**src/rtl/mem_stg.sv**
```systemverilog
// mem_stg: MIPS memory stage; define MEM_STG_ALIGN_CHK_EN to trap misaligned half/word accesses
package exec_mem_pkg;
  typedef enum logic [1:0] {MEM_NONE, MEM_LD, MEM_ST} mem_op_t;
  typedef enum logic [1:0] {SZ_B, SZ_H, SZ_W} mem_sz_t;
  typedef struct packed {
    logic        jmp_vld;
    logic [31:0] addr;
    mem_op_t     mem_op;
    mem_sz_t     mem_sz;
    logic        sgnd;
    logic        dst_vld;
    logic [4:0]  dst_reg;
    logic [31:0] data;
  } exec_mem_pkt_t;
  typedef struct packed {
    logic        dst_vld;
    logic [4:0]  dst_reg;
    logic [31:0] data;
  } mem_wb_pkt_t;
  typedef struct packed {
    logic       dst_vld;
    logic [4:0] dst_reg;
    logic       ld_pend;
  } mem_haz_pkt_t;
endpackage

module mem_stg
  import exec_mem_pkg::*;
(
  input  logic          clk,
  input  logic          resetn,
  input  logic          exec_mem_vld,
  output logic          exec_mem_rdy,
  input  exec_mem_pkt_t exec_mem_pkt,
  output logic          dmem_req_vld,
  input  logic          dmem_req_rdy,
  output logic          dmem_req_we,
  output logic [31:0]   dmem_req_addr,
  output logic [3:0]    dmem_req_be,
  output logic [31:0]   dmem_req_wdata,
  input  logic          dmem_rsp_vld,
  input  logic [31:0]   dmem_rsp_data,
  output logic          mem_wb_vld,
  input  logic          mem_wb_rdy,
  output mem_wb_pkt_t   mem_wb_pkt,
  output mem_haz_pkt_t  mem_haz_pkt,
  output logic          mem_fet_redir_vld,
  output logic [31:0]   mem_fet_redir_addr,
  output logic          mem_exc_vld,
  output logic [31:0]   mem_exc_addr
);
  typedef enum logic [1:0] {IDLE, REQ, RSP, OUT} state_t;
  state_t state, state_d;
  exec_mem_pkt_t pkt_q;
  logic acc, mis, is_ld, acc_q;
  logic [1:0] a;
  logic [3:0] be;
  logic [7:0] rb;
  logic [15:0] rh;
  logic [31:0] ld_data, wdata;
  assign a = pkt_q.addr[1:0];
`ifdef MEM_STG_ALIGN_CHK_EN
  logic exc_q;
  assign mis = (pkt_q.mem_sz == SZ_H && a[0]) || (pkt_q.mem_sz == SZ_W && a != 2'b00);
  assign mem_exc_vld = exc_q;
  assign mem_exc_addr = exc_q ? pkt_q.addr : '0;
  // one-cycle trap pulse when a misaligned access is dropped in REQ
  always_ff @(posedge clk or negedge resetn)
    if (!resetn) exc_q <= 1'b0;
    else exc_q <= state == REQ && mis;
`else
  assign mis = 1'b0;
  assign mem_exc_vld = 1'b0;
  assign mem_exc_addr = '0;
`endif
  assign is_ld = pkt_q.mem_op == MEM_LD;
  assign exec_mem_rdy = resetn && (state == IDLE || (state == OUT && mem_wb_rdy));
  assign acc = exec_mem_vld && exec_mem_rdy;
  assign rb = a[1] ? (a[0] ? dmem_rsp_data[31:24] : dmem_rsp_data[23:16])
                   : (a[0] ? dmem_rsp_data[15:8] : dmem_rsp_data[7:0]);
  assign rh = a[1] ? dmem_rsp_data[31:16] : dmem_rsp_data[15:0];
  assign ld_data = pkt_q.mem_sz == SZ_B ? {{24{pkt_q.sgnd & rb[7]}}, rb}
                 : pkt_q.mem_sz == SZ_H ? {{16{pkt_q.sgnd & rh[15]}}, rh} : dmem_rsp_data;
  assign be = pkt_q.mem_sz == SZ_B ? 4'b0001 << a
            : pkt_q.mem_sz == SZ_H ? (a[1] ? 4'b1100 : 4'b0011) : 4'b1111;
  assign wdata = pkt_q.mem_sz == SZ_B ? {4{pkt_q.data[7:0]}}
               : pkt_q.mem_sz == SZ_H ? {2{pkt_q.data[15:0]}} : pkt_q.data;
  assign dmem_req_vld = state == REQ && !mis;
  assign dmem_req_we = dmem_req_vld && pkt_q.mem_op == MEM_ST;
  assign dmem_req_addr = dmem_req_vld ? {pkt_q.addr[31:2], 2'b00} : '0;
  assign dmem_req_be = dmem_req_vld ? be : '0;
  assign dmem_req_wdata = dmem_req_vld ? wdata : '0;
  assign mem_wb_vld = state == OUT;
  assign mem_wb_pkt = mem_wb_vld ? {pkt_q.dst_vld, pkt_q.dst_reg, pkt_q.data} : '0;
  assign mem_haz_pkt = {state != IDLE && pkt_q.dst_vld, state != IDLE ? pkt_q.dst_reg : 5'd0,
                        (state == REQ || state == RSP) && is_ld};
  assign mem_fet_redir_vld = acc_q && pkt_q.jmp_vld;
  assign mem_fet_redir_addr = mem_fet_redir_vld ? pkt_q.addr : '0;
  // next state: accept wins in IDLE/OUT, otherwise advance on the dmem/writeback handshakes
  always_comb
    state_d = acc ? (exec_mem_pkt.mem_op == MEM_NONE ? OUT : REQ)
            : state == REQ ? (mis ? OUT : dmem_req_rdy ? (is_ld ? RSP : OUT) : REQ)
            : state == RSP ? (dmem_rsp_vld ? OUT : RSP)
            : state == OUT ? (mem_wb_rdy ? IDLE : OUT) : state;
  // state register
  always_ff @(posedge clk or negedge resetn)
    if (!resetn) state <= IDLE;
    else state <= state_d;
  // packet register: load on accept, kill dst for stores/traps, capture load lane on response
  always_ff @(posedge clk or negedge resetn)
    if (!resetn) pkt_q <= '0;
    else if (acc) pkt_q <= exec_mem_pkt;
    else if (state == REQ && (mis || (dmem_req_rdy && !is_ld))) pkt_q.dst_vld <= 1'b0;
    else if (state == RSP && dmem_rsp_vld) pkt_q.data <= ld_data;
  // marks the cycle right after an accept so a jump redirects exactly once
  always_ff @(posedge clk or negedge resetn)
    if (!resetn) acc_q <= 1'b0;
    else acc_q <= acc;
endmodule

```
**config.mk**
```make
export PLATFORM = sky130hd
export DESIGN_NAME = mem_stg
export DESIGN_NICKNAME = d
export VERILOG_FILES = /design/src/rtl/mem_stg.sv
export SDC_FILE = /design/constraint.sdc
export NUM_CORES = 1
export LEC_CHECK = 0
export CAP_MARGIN = 30
export CORE_MARGIN = 1.5
export CORE_UTILIZATION = 40
export CTS_CLUSTER_DIAMETER = 150
export CTS_CLUSTER_SIZE = 25
export DETAILED_ROUTE_END_ITERATION = 16
export PLACE_DENSITY = 0.82
export SLEW_MARGIN = 10
export SYNTH_ARGS = -nofsm -noshare
export SYNTH_HDL_FRONTEND = slang
export SYNTH_SLANG_ARGS = --single-unit
export TNS_END_PERCENT = 1
```
**constraint.sdc**
```tcl
create_clock -name clk -period 2.4 [get_ports clk]
set_input_delay 0.48 -clock clk [delete_from_list [all_inputs] [get_ports clk]]
set_output_delay 0.48 -clock clk [all_outputs]
set_load 0.01 [all_outputs]
```
==> metrics.md, run 1 <==
| Metric | Value |
|---|---|
| Area growth, synth to finish | `60.6%` |
| I/O pin count | `297` |
| Endpoint of the worst register-to-register path | `pkt_q[5]$_DFFE_PN0P_` |
| Row cnt | `42` |
| Final total power | `10.6 mW` |
| Fillers | `1,140` |
| Max-slew violations | `0` |
| Final worst slack | `59.2 ps` |
| Setup violators final | `0` |
| R2R Setup Slk | `280 ps` |
| Synth top area share | `36.5%` |
| Per-cell routed wire length | `17.8 µm` |
| Outcome | `finished clean` |
| Nets | `1,046` |
| Pwr dens | `1220 nW/µm²` |
| Pre-CTS setup slack | `90.0 ps` |
| Final Cycle Share | `97.5%` |
| CTS clk-pin slew, worst paths | `60 ps` |
| Crit path DAT | `1860 ps` |
| DP Area | `8160 µm²` |
| Critical path fanouts, max | `22` |
| Vias in the first global route | `5,256` |
| DRT Pass-1 Iters | `5` |
| Die Span Y | `119 µm` |
| Synth top area cells | `dfrtp_1, nand2_1, and2_1` |
| Worst Reg-to-Reg Cells | `8` |
| Area leader, netlist | `dfrtp_1` |
| Worst skew pair latency | `330 ps` |
| Vias/cell | `5.20` |
| Worst hold margin | `228 ps` |
| Syn avg cell area | `7.93 µm²` |
| EDFF count, synth | `0` |
| Worst-case clock buffer depth | `2` |
| Antenna viol nets, final | `0` |
| Worst reg2reg path startpoint | `state[1]$_DFFE_PN0P_` |
| Slew Limit Headroom | `61.9%` |
| CTS tree | `done` |
| Overall routed net length | `19,700 µm` |
| Skew final | `5.31 ps` |
| Post-DP HPWL | `13,700 µm` |
| Final Hold Fails | `0` |
| Post-CTS setup buffer count | `0` |
| Warnings from Yosys | `0` |
| Worst-margin pin slew | `571 ps` |
| Routed via count | `5,765` |
| Hold Path Class | `in2async` |
| Root Buffer | `clkbuf_16` |
| 1st-iter DRT viols | `494` |
| Initial core utilization | `40.9%` |
| Commonest non-fill, non-tap cell in the layout | `clkdlybuf4s50_1` |
| Syn Std Cell Area | `5420 µm²` |
| Post-synthesis sequential area ratio | `36.5%` |
| Die Wd | `119 µm` |
| Crit start category | `flip-flop` |
| Fmax | `427 MHz` |
| Syn Inst Count | `683` |
| Htree depth | `3` |
| Ys flop type | `dfrtp_1` |
| Async S/R FF share, synth | `100%` |
| Remaining DRCs | `0` |
| TritonCTS Buffers | `9` |
| Critical Path End Type | `output port` |
| Cell variety after synth | `45` |
| Die footprint | `14,200 µm²` |
| Pin count of the biggest net entering global routing | `69` |
| Inserted Diodes | `0` |
| Crit path time final | `2340 ps` |
| Max-cap viol count | `0` |
| Leakage Power | `4.61 nW` |
| Fin area | `8700 µm²` |
| Yosys reg bits | `79` |
| RSZ-0062 raised after global routing | `no` |
| Post-route setup TNS | `0 ps` |
| GRT Total Usage | `25.9%` |
| GR Overflow Total | `0` |
| Port Buffers | `261` |
| Routability cong. | `0.860` |
| VDD IR max | `0.784 mV` |
| Crit Path Class | `reg2out` |
| Initial antenna violation count | `0` |
| First-pass GRT wire length | `29,100 µm` |
| Req. time, crit path | `1920 ps` |
| Clk sinks | `79` |
| Share of post-route cells with drive strength above 1 | `8.68%` |
| Core region area | `13,200 µm²` |
| Commonest cells after routing, fill and taps aside | `clkdlybuf4s50_1, nand2_1, and2_1` |
==> synth_stat cells, drive strengths merged (2+ instances only) <==
cell and instances:
nand2 185, and2 86, dfrtp 79, buf 55, clkbuf 34, and3 33
o22ai 27, a21oi 22, o21ai 22, nor2b 20, mux2i 19, nor2 17
a221oi 13, inv 12, a21boi 8, mux2 7, o211ai 7, a22oi 6
o221a 6, ha 4, o21a 3, nand2b 2, or2 2
==> critical path, cell delays in order, from the launching register on <==
cell and delay (ps):
dfrtp_2 440, ha_4 180, buf_6 200, and2_1 150, clkdlybuf4s50_1 560
==> worst max path at each step <==
| stage | startpoint | endpoint | cells after the start |
|---|---|---|---|
| 6_report | state[0]$_DFFE_PN0P_ | mem_wb_pkt[31] | 4 |
| 3_5_place_dp | mem_wb_rdy | pkt_q[11]$_DFFE_PN0P_ | 7 |
| 3_3_place_gp | state[1]$_DFFE_PN0P_ | dmem_req_wdata[10] | 5 |
| 5_1_grt | state[0]$_DFFE_PN0P_ | mem_wb_pkt[31] | 4 |
| 2_1_floorplan | pkt_q[40]$_DFFE_PN0P_ | dmem_req_wdata[10] | 5 |
| 4_1_cts | state[1]$_DFFE_PN0P_ | exec_mem_rdy | 5 |
==> flip-flops by register name, indices dropped and copies added, names as in the netlist <==
name / cells
pkt_q: 74
a: 2
state: 2
acc_q: 1
==> kinds of logic (layout without fill, tap and decap cells) <==
| group | Yosys count | in the layout | synth area share, % |
|---|---|---|---|
| simple gates | 351 | 351 | 31.3 |
| compound gates | 121 | 121 | 15.9 |
| buf+inv | 101 | 317 | 10.3 |
| flops | 79 | 79 | 36.5 |
| mux | 26 | 26 | 4.97 |
| fa+ha+maj | 4 | 4 | 0.924 |
| other cells | 1 | 35 | 0.0692 |
==> final cells by class <==
class                      count  area, µm²  area share [%]
clock buffer                  14        284            3.27
clock inverter                 2       60.1           0.691
inverter                      12       47.5           0.547
multi-input combinational    537       3050            35.1
sequential                    79       1980            22.8
tap                          176        220            2.53
timing repair buffer         289       3050            35.1
==> stage by stage <==
stage | std cells | util [%]
final | 1109 | 65.7
after CTS | 1107 | 64.1
after global routing | 1109 | 65.7
after floorplan | 717 | -
after detailed placement | 1091 | 61.6
after global placement | 1091 | 61.6
==> power breakdown <==
group | switching [mW] | internal (mW) | leakage, nW
logic | 3.06 | 3.30 | 3.50
clock network | 0.546 | 1.03 | 0.169
registers | 0.693 | 1.98 | 0.939
==> timing repair <==
action	4_1_cts	5_1_grt
gates resized for setup	23	59
cloned	0	2
setup endpoints to repair	90	92
hold buffers	0	0
==> metal layers <==
| metal | GRT usage, % | vias up | share of wire, % |
|---|---|---|---|
| li1 | - | 2700 | - |
| met1 | 33.8 | 2760 | 42 |
| met2 | 43.8 | 263 | 49 |
| met3 | 3.78 | 42 | 5.8 |
| met4 | 9.30 | 0 | 3.0 |
| met5 | 0 | - | 0 |
Note: power is estimated with default switching activity, not from simulation.
==> inputs of run 2 (changes only) <==
--- a/config.mk
+++ b/config.mk
@@ -6,11 +6,11 @@
 export NUM_CORES = 1
 export LEC_CHECK = 0
 export CAP_MARGIN = 30
-export CORE_MARGIN = 1.5
 export CORE_UTILIZATION = 40
 export CTS_CLUSTER_DIAMETER = 150
 export CTS_CLUSTER_SIZE = 25
 export DETAILED_ROUTE_END_ITERATION = 16
+export GPL_ROUTABILITY_DRIVEN = 0
 export PLACE_DENSITY = 0.82
 export SLEW_MARGIN = 10
 export SYNTH_ARGS = -nofsm -noshare
==> run 2 against run 1 <==
  * The flow now finishes with violations (setup timing)
  * Sequential share of layout area increased by 0.35 points
  * Clock skew increased by 1.2 ps
  * Power decreased by 3.6%
  * Clock power decreased by 16%
  * Critical path depth increased by 1
  * Global-route usage increased by 1.3 points
  * Count of clock-buffer cells in the layout decreased by 1
  * Register-to-register slack got worse by 50 ps
  * Non-clock buffer count decreased by 3
  * Critical path type unchanged
==> metrics.md, run 2 (synthesized netlist as in run 1, its figures left out) <==
| Metric | Value |
|---|---|
| Outcome | `complete, but fails checks` |
| Violated checks | `setup timing` |
| Critical Path End Type | `output port` |
| Worst skew pair latency | `340 ps` |
| Pre-CTS setup slack | `164 ps` |
| Overall routed net length | `19,000 µm` |
| GR Overflow Total | `0` |
| Met1 Track Usage GR | `34.3%` |
| Inserted Diodes | `0` |
| Fmax | `405 MHz` |
| 1st-iter DRT viols | `464` |
| Worst-margin pin slew | `930 ps` |
| Leakage Power | `4.45 nW` |
| Placed Instances | `1,089` |
| Worst-case clock buffer depth | `2` |
| Crit Path Class | `reg2out` |
| Share of post-route cells with drive strength above 1 | `7.97%` |
| Skew final | `6.47 ps` |
| GRT Total Usage | `27.2%` |
| Post-DP HPWL | `13,700 µm` |
| Commonest non-fill, non-tap cell in the layout | `clkdlybuf4s50_1` |
| DRT Pass-1 Iters | `5` |
| VDD IR max | `0.572 mV` |
| Setup violators final | `17` |
| Layout Cells excl Fill | `1,105` |
| Remaining DRCs | `0` |
| Req. time, crit path | `1920 ps` |
| Post-route setup TNS | `-620 ps` |
| Crit path DAT | `1990 ps` |
| Pin count of the biggest net entering global routing | `50` |
| M3 GR Usage | `4.15%` |
| Post-CTS setup buffer count | `0` |
| GRT met2 Usage | `45.6%` |
| Antenna viol nets, final | `0` |
| Critical path fanouts, max | `23` |
| Max-cap viol count | `0` |
| Register with the most flip-flops | `pkt_q` |
| Die Wd | `118 µm` |
| Die Span Y | `118 µm` |
| CTS tree | `done` |
| Max reg flops | `74` |
| Commonest cells after routing, fill and taps aside | `clkdlybuf4s50_1, nand2_1, and2_1` |
| Slew Limit Headroom | `37.9%` |
| Initial antenna violation count | `0` |
| Port Buffers | `261` |
| CTS clk-pin slew, worst paths | `60 ps` |
| I/O pin count | `297` |
| Crit path time final | `2470 ps` |
| Vias in the first global route | `5,449` |
| First-pass GRT wire length | `29,600 µm` |
| Initial core utilization | `40.9%` |
| Max-slew violations | `0` |
| Die footprint | `14,000 µm²` |
| RSZ-0062 raised after global routing | `yes` |
| TritonCTS Buffers | `9` |
| Gr busiest metal | `met2` |
| Final worst slack | `-71.7 ps` |
| Crit start category | `flip-flop` |
| Row cnt | `42` |
| Per-cell routed wire length | `17.2 µm` |
| Htree depth | `3` |
| Nets | `1,043` |
| Clk sinks | `79` |
| Fillers | `1,138` |
| Final Hold Fails | `0` |
| Area growth, synth to finish | `58.0%` |
| Core region area | `13,200 µm²` |
| Vias/cell | `5.16` |
| Hold Path Class | `in2async` |
| Pwr dens | `1190 nW/µm²` |
| Routed via count | `5,701` |
| Final Cycle Share | `103%` |
| Root Buffer | `clkbuf_16` |
run 2: cell count changes in the layout (fill, tap and decap cells not counted), sizes merged:
| cell | before | now |
|---|---|---|
| buf | 27 | 25 |
| bufbuf | 0 | 1 |
| bufinv | 2 | 0 |
| clkbuf | 16 | 13 |
| clkdlybuf4s50 | 192 | 193 |
| clkinv | 1 | 0 |
| clkinvlp | 0 | 2 |
| dlygate4sd2 | 20 | 27 |
| dlymetal6s2s | 48 | 40 |
| inv | 11 | 12 |
run 2: through the flow:
stage | hold slack [ps] | instance area [µm²] | power, mW | utilization [%]
2_1_floorplan | 184 | 5540 | 5.77 | -
6_report | 207 | 8550 | 10.2 | 64.6
4_1_cts | 212 | 8440 | 10.3 | 63.8
3_5_place_dp | 474 | 8130 | 8.99 | 61.4
5_1_grt | 246 | 8550 | 10.9 | 64.6
3_3_place_gp | 466 | 8130 | 8.89 | 61.4
run 2: layer usage:
layer	vias up	part of all wire (%)
met5	-	0
met4	0	3.5
met3	47	5.4
met2	239	49
met1	2721	42
li1	2694	-
run 2: final timing paths:
check                      slack (ps)  cells after the start                    end                  start
max reg2reg                       230                      8  pkt_q[11]$_DFFE_PN0P_   state[0]$_DFFE_PN0P_
max in group asynchronous        1770                      2  pkt_q[52]$_DFFE_PN0P_                 resetn
min                               210                      2  pkt_q[17]$_DFFE_PN0P_                 resetn
max                               -70                      5       dmem_req_addr[8]   state[1]$_DFFE_PN0P_
min in group clk                  490                      2  pkt_q[49]$_DFFE_PN0P_  pkt_q[49]$_DFFE_PN0P_
min reg2reg                       490                      2  pkt_q[49]$_DFFE_PN0P_  pkt_q[49]$_DFFE_PN0P_
run 2: where the power goes:
part / switching [mW] / internal, mW / leakage, nW / total [mW]
clock network: 0.541 / 0.780 / 0.134 / 1.32
registers: 0.689 / 1.98 / 0.941 / 2.67
logic: 3.00 / 3.23 / 3.38 / 6.23
total: 4.23 / 5.99 / 4.45 / 10.2
run 2: critical path: stages, from the launching register on:
cell and delay [ps]:
dfrtp_1 420, inv_2 90, ha_4 170, bufbuf_16 310, and2_1 130, clkdlybuf4s50_1 520
run 2: repair_timing:
item / CTS / global route
gates cloned: 1 / 0
gates resized for setup: 34 / 43
hold buffers: 0 / 0
setup endpoints to repair: 84 / 86
run 2: final cells by class:
type,count,area (µm²),share of cell area (%)
Clock buffer,13,270,3.16
Clock inverter,2,15.0,0.176
Inverter,12,45.0,0.527
Multi-Input combinational cell,537,3030,35.4
Sequential cell,79,1980,23.1
Tap cell,176,220,2.57
Timing Repair Buffer,286,3000,35.0
==> inputs of run 3 (changes only) <==
--- a/config.mk
+++ b/config.mk
@@ -12,6 +12,7 @@
 export DETAILED_ROUTE_END_ITERATION = 16
 export GPL_ROUTABILITY_DRIVEN = 0
 export PLACE_DENSITY = 0.82
+export SETUP_SLACK_MARGIN = 0.5
 export SLEW_MARGIN = 10
 export SYNTH_ARGS = -nofsm -noshare
 export SYNTH_HDL_FRONTEND = slang
==> run 3 against run 2 <==
  * The run now ends clean
  * Power rose by 8.1%
  * Wire length up 6.6%
  * Sequential power is essentially flat
  * First-iteration DRC count shrank 15%
  * Non-clock buffer count up 33
  * Clock power up 5%
  * Sequential share of layout area down 1.0 points
  * Count of clock-buffer cells in the layout down 1
  * Via count rose by 4.4%
  * Critical path type unchanged
==> metrics.md, run 3 (synthesized netlist as in run 1, its figures left out) <==
| Metric | Value |
|---|---|
| Nets | `1,076` |
| Outcome | `finished clean` |
| Final total power | `11.1 mW` |
| Hold Path Class | `in2async` |
| Commonest cells after routing, fill and taps aside | `nand2_1, clkdlybuf4s50_1, and2_1` |
| Worst-case clock buffer depth | `2` |
| CTS clk-pin slew, worst paths | `60 ps` |
| Fmax | `464 MHz` |
| Share of post-route cells with drive strength above 1 | `19.6%` |
| Initial core utilization | `40.9%` |
| RSZ-0062 raised after global routing | `yes` |
| Final Hold Fails | `0` |
| Crit path time final | `2150 ps` |
| DRT Pass-1 Iters | `4` |
| Root Buffer | `clkbuf_16` |
| Max-cap viol count | `0` |
| Post-DP HPWL | `13,700 µm` |
| Remaining DRCs | `0` |
| Overall routed net length | `20,300 µm` |
| Crit-path cells | `buf_4 > ha_4 > buf_12 > and2_1 > dlygate4sd2_1` |
| Max-slew violations | `0` |
| Register area | `1980 µm²` |
| Port Buffers | `261` |
| Crit start category | `flip-flop` |
| Setup crit end | `mem_wb_pkt[21]` |
| Endpoint of the worst register-to-register path | `pkt_q[30]$_DFFE_PN0P_` |
| Antenna viol nets, final | `0` |
| Layout Cells excl Fill | `1,139` |
| Post-route setup TNS | `0 ps` |
| Final Cycle Share | `89.7%` |
| TritonCTS Buffers | `9` |
| Critical Path End Type | `output port` |
| Req. time, crit path | `1920 ps` |
| Skew final | `6.06 ps` |
| Pwr dens | `1230 nW/µm²` |
| Worst-margin pin slew | `650 ps` |
| Crit path DAT | `1670 ps` |
| First-pass GRT wire length | `31,600 µm` |
| 1st-iter DRT viols | `396` |
| Setup violators final | `0` |
| Commonest non-fill, non-tap cell in the layout | `nand2_1` |
| CP max stage delay | `410 ps` |
| Worst Reg-to-Reg Cells | `8` |
| Critical path fanouts, max | `24` |
| Final worst slack | `246 ps` |
| Max reg flops | `74` |
| Crit Path Class | `reg2out` |
| Per-cell routed wire length | `17.8 µm` |
| Crit path from | `state[1]$_DFFE_PN0P_` |
| Placed Instances | `1,093` |
| Die Wd | `118 µm` |
| Pre-CTS setup slack | `89.7 ps` |
| Leakage Power | `4.18 nW` |
| Vias/cell | `5.23` |
| Initial antenna violation count | `0` |
| GR Overflow Total | `0` |
| I/O pin count | `297` |
| VDD IR max | `0.574 mV` |
| Clk sinks | `79` |
| Fillers | `1,103` |
| Area growth, synth to finish | `65.4%` |
| GRT Total Usage | `29.0%` |
| Die footprint | `14,000 µm²` |
| Slew Limit Headroom | `56.6%` |
| Register with the most flip-flops | `pkt_q` |
| Core region area | `13,200 µm²` |
| Vias in the first global route | `5,776` |
| Worst skew pair latency | `350 ps` |
| Footprint of the multi-input gates | `3210 µm²` |
| R2R Setup Slk | `320 ps` |
| Worst reg2reg path startpoint | `pkt_q[39]$_DFFE_PN0P_` |
| Htree depth | `3` |
| Inserted Diodes | `0` |
| Routed via count | `5,954` |
| Slowest cell on crit path | `dfrtp_1` |
| Worst hold margin | `188 ps` |
| Row cnt | `42` |
| Die Span Y | `118 µm` |
| Pin count of the biggest net entering global routing | `50` |
| CTS tree | `done` |
## run 3: changes by cell type in the layout (fill, tap and decap cells not counted), sizes merged, moves of 2 or more
cell	before	now
clkbuf	13	15
clkdlybuf4s15	0	62
dlymetal6s2s	40	0
clkdlybuf4s50	193	145
buf	25	84
dlygate4sd2	27	23
## run 3: where the power goes
group          internal [mW]  switching [mW]  leakage (nW)
clock                  0.813           0.574         0.137
combinational           3.62            3.38          3.11
sequential              1.98           0.680         0.938
## run 3: how the worst min path moves through the flow
| stage | startpoint | to | slack (ps) |
|---|---|---|---|
| global placement | pkt_q[48]$_DFFE_PN0P_ | pkt_q[48]$_DFFE_PN0P_ | 470 |
| floorplan | resetn | a[0]$_DFFE_PN0P_ | 180 |
| finish | resetn | pkt_q[37]$_DFFE_PN0P_ | 190 |
| global route | resetn | pkt_q[49]$_DFFE_PN0P_ | 220 |
| detailed placement | pkt_q[48]$_DFFE_PN0P_ | pkt_q[48]$_DFFE_PN0P_ | 470 |
| CTS | resetn | state[1]$_DFFE_PN0P_ | 200 |
## run 3: worst max-delay path: cells and delay by family, from the launching register on
kind | cells | cell delay (ps)
buffers and inverters | 3 | 580
AND/OR/NAND/NOR | 1 | 150
adder cells (fa/ha/maj) | 1 | 180
flip-flops | 1 | 410
## run 3: what timing repair did
action	CTS	global route
gates cloned	6	0
pin swaps	10	4
resized for setup	343	23
hold buffers	0	0
buffers inserted	14	10
endpoints found under the setup margin	221	226
## run 3: through the flow
step                      utilization, %  area (µm²)
final                               67.6        8960
after floorplan                        -        5550
after global routing                67.6        8960
after CTS                           66.8        8840
after detailed placement            61.8        8180
after global placement              61.8        8180
## run 3: cell type report
cell class / count / area share, %
multi-input cells: 537 / 35.8
well taps: 176 / 2.46
repair buffers: 319 / 35.8
clock inverters: 4 / 0.615
inverters: 12 / 0.545
clock buffers: 12 / 2.64
flip-flops and latches: 79 / 22.1
## run 3: metal layers
metal	share of wire (%)	wire [µm]	vias up	track usage [%]
met5	0	0	-	0
met4	3.7	741	0	14.4
met3	6.7	1350	57	5.26
met2	48	9840	282	47.2
met1	41	8360	2844	36.8
li1	-	-	2771	-
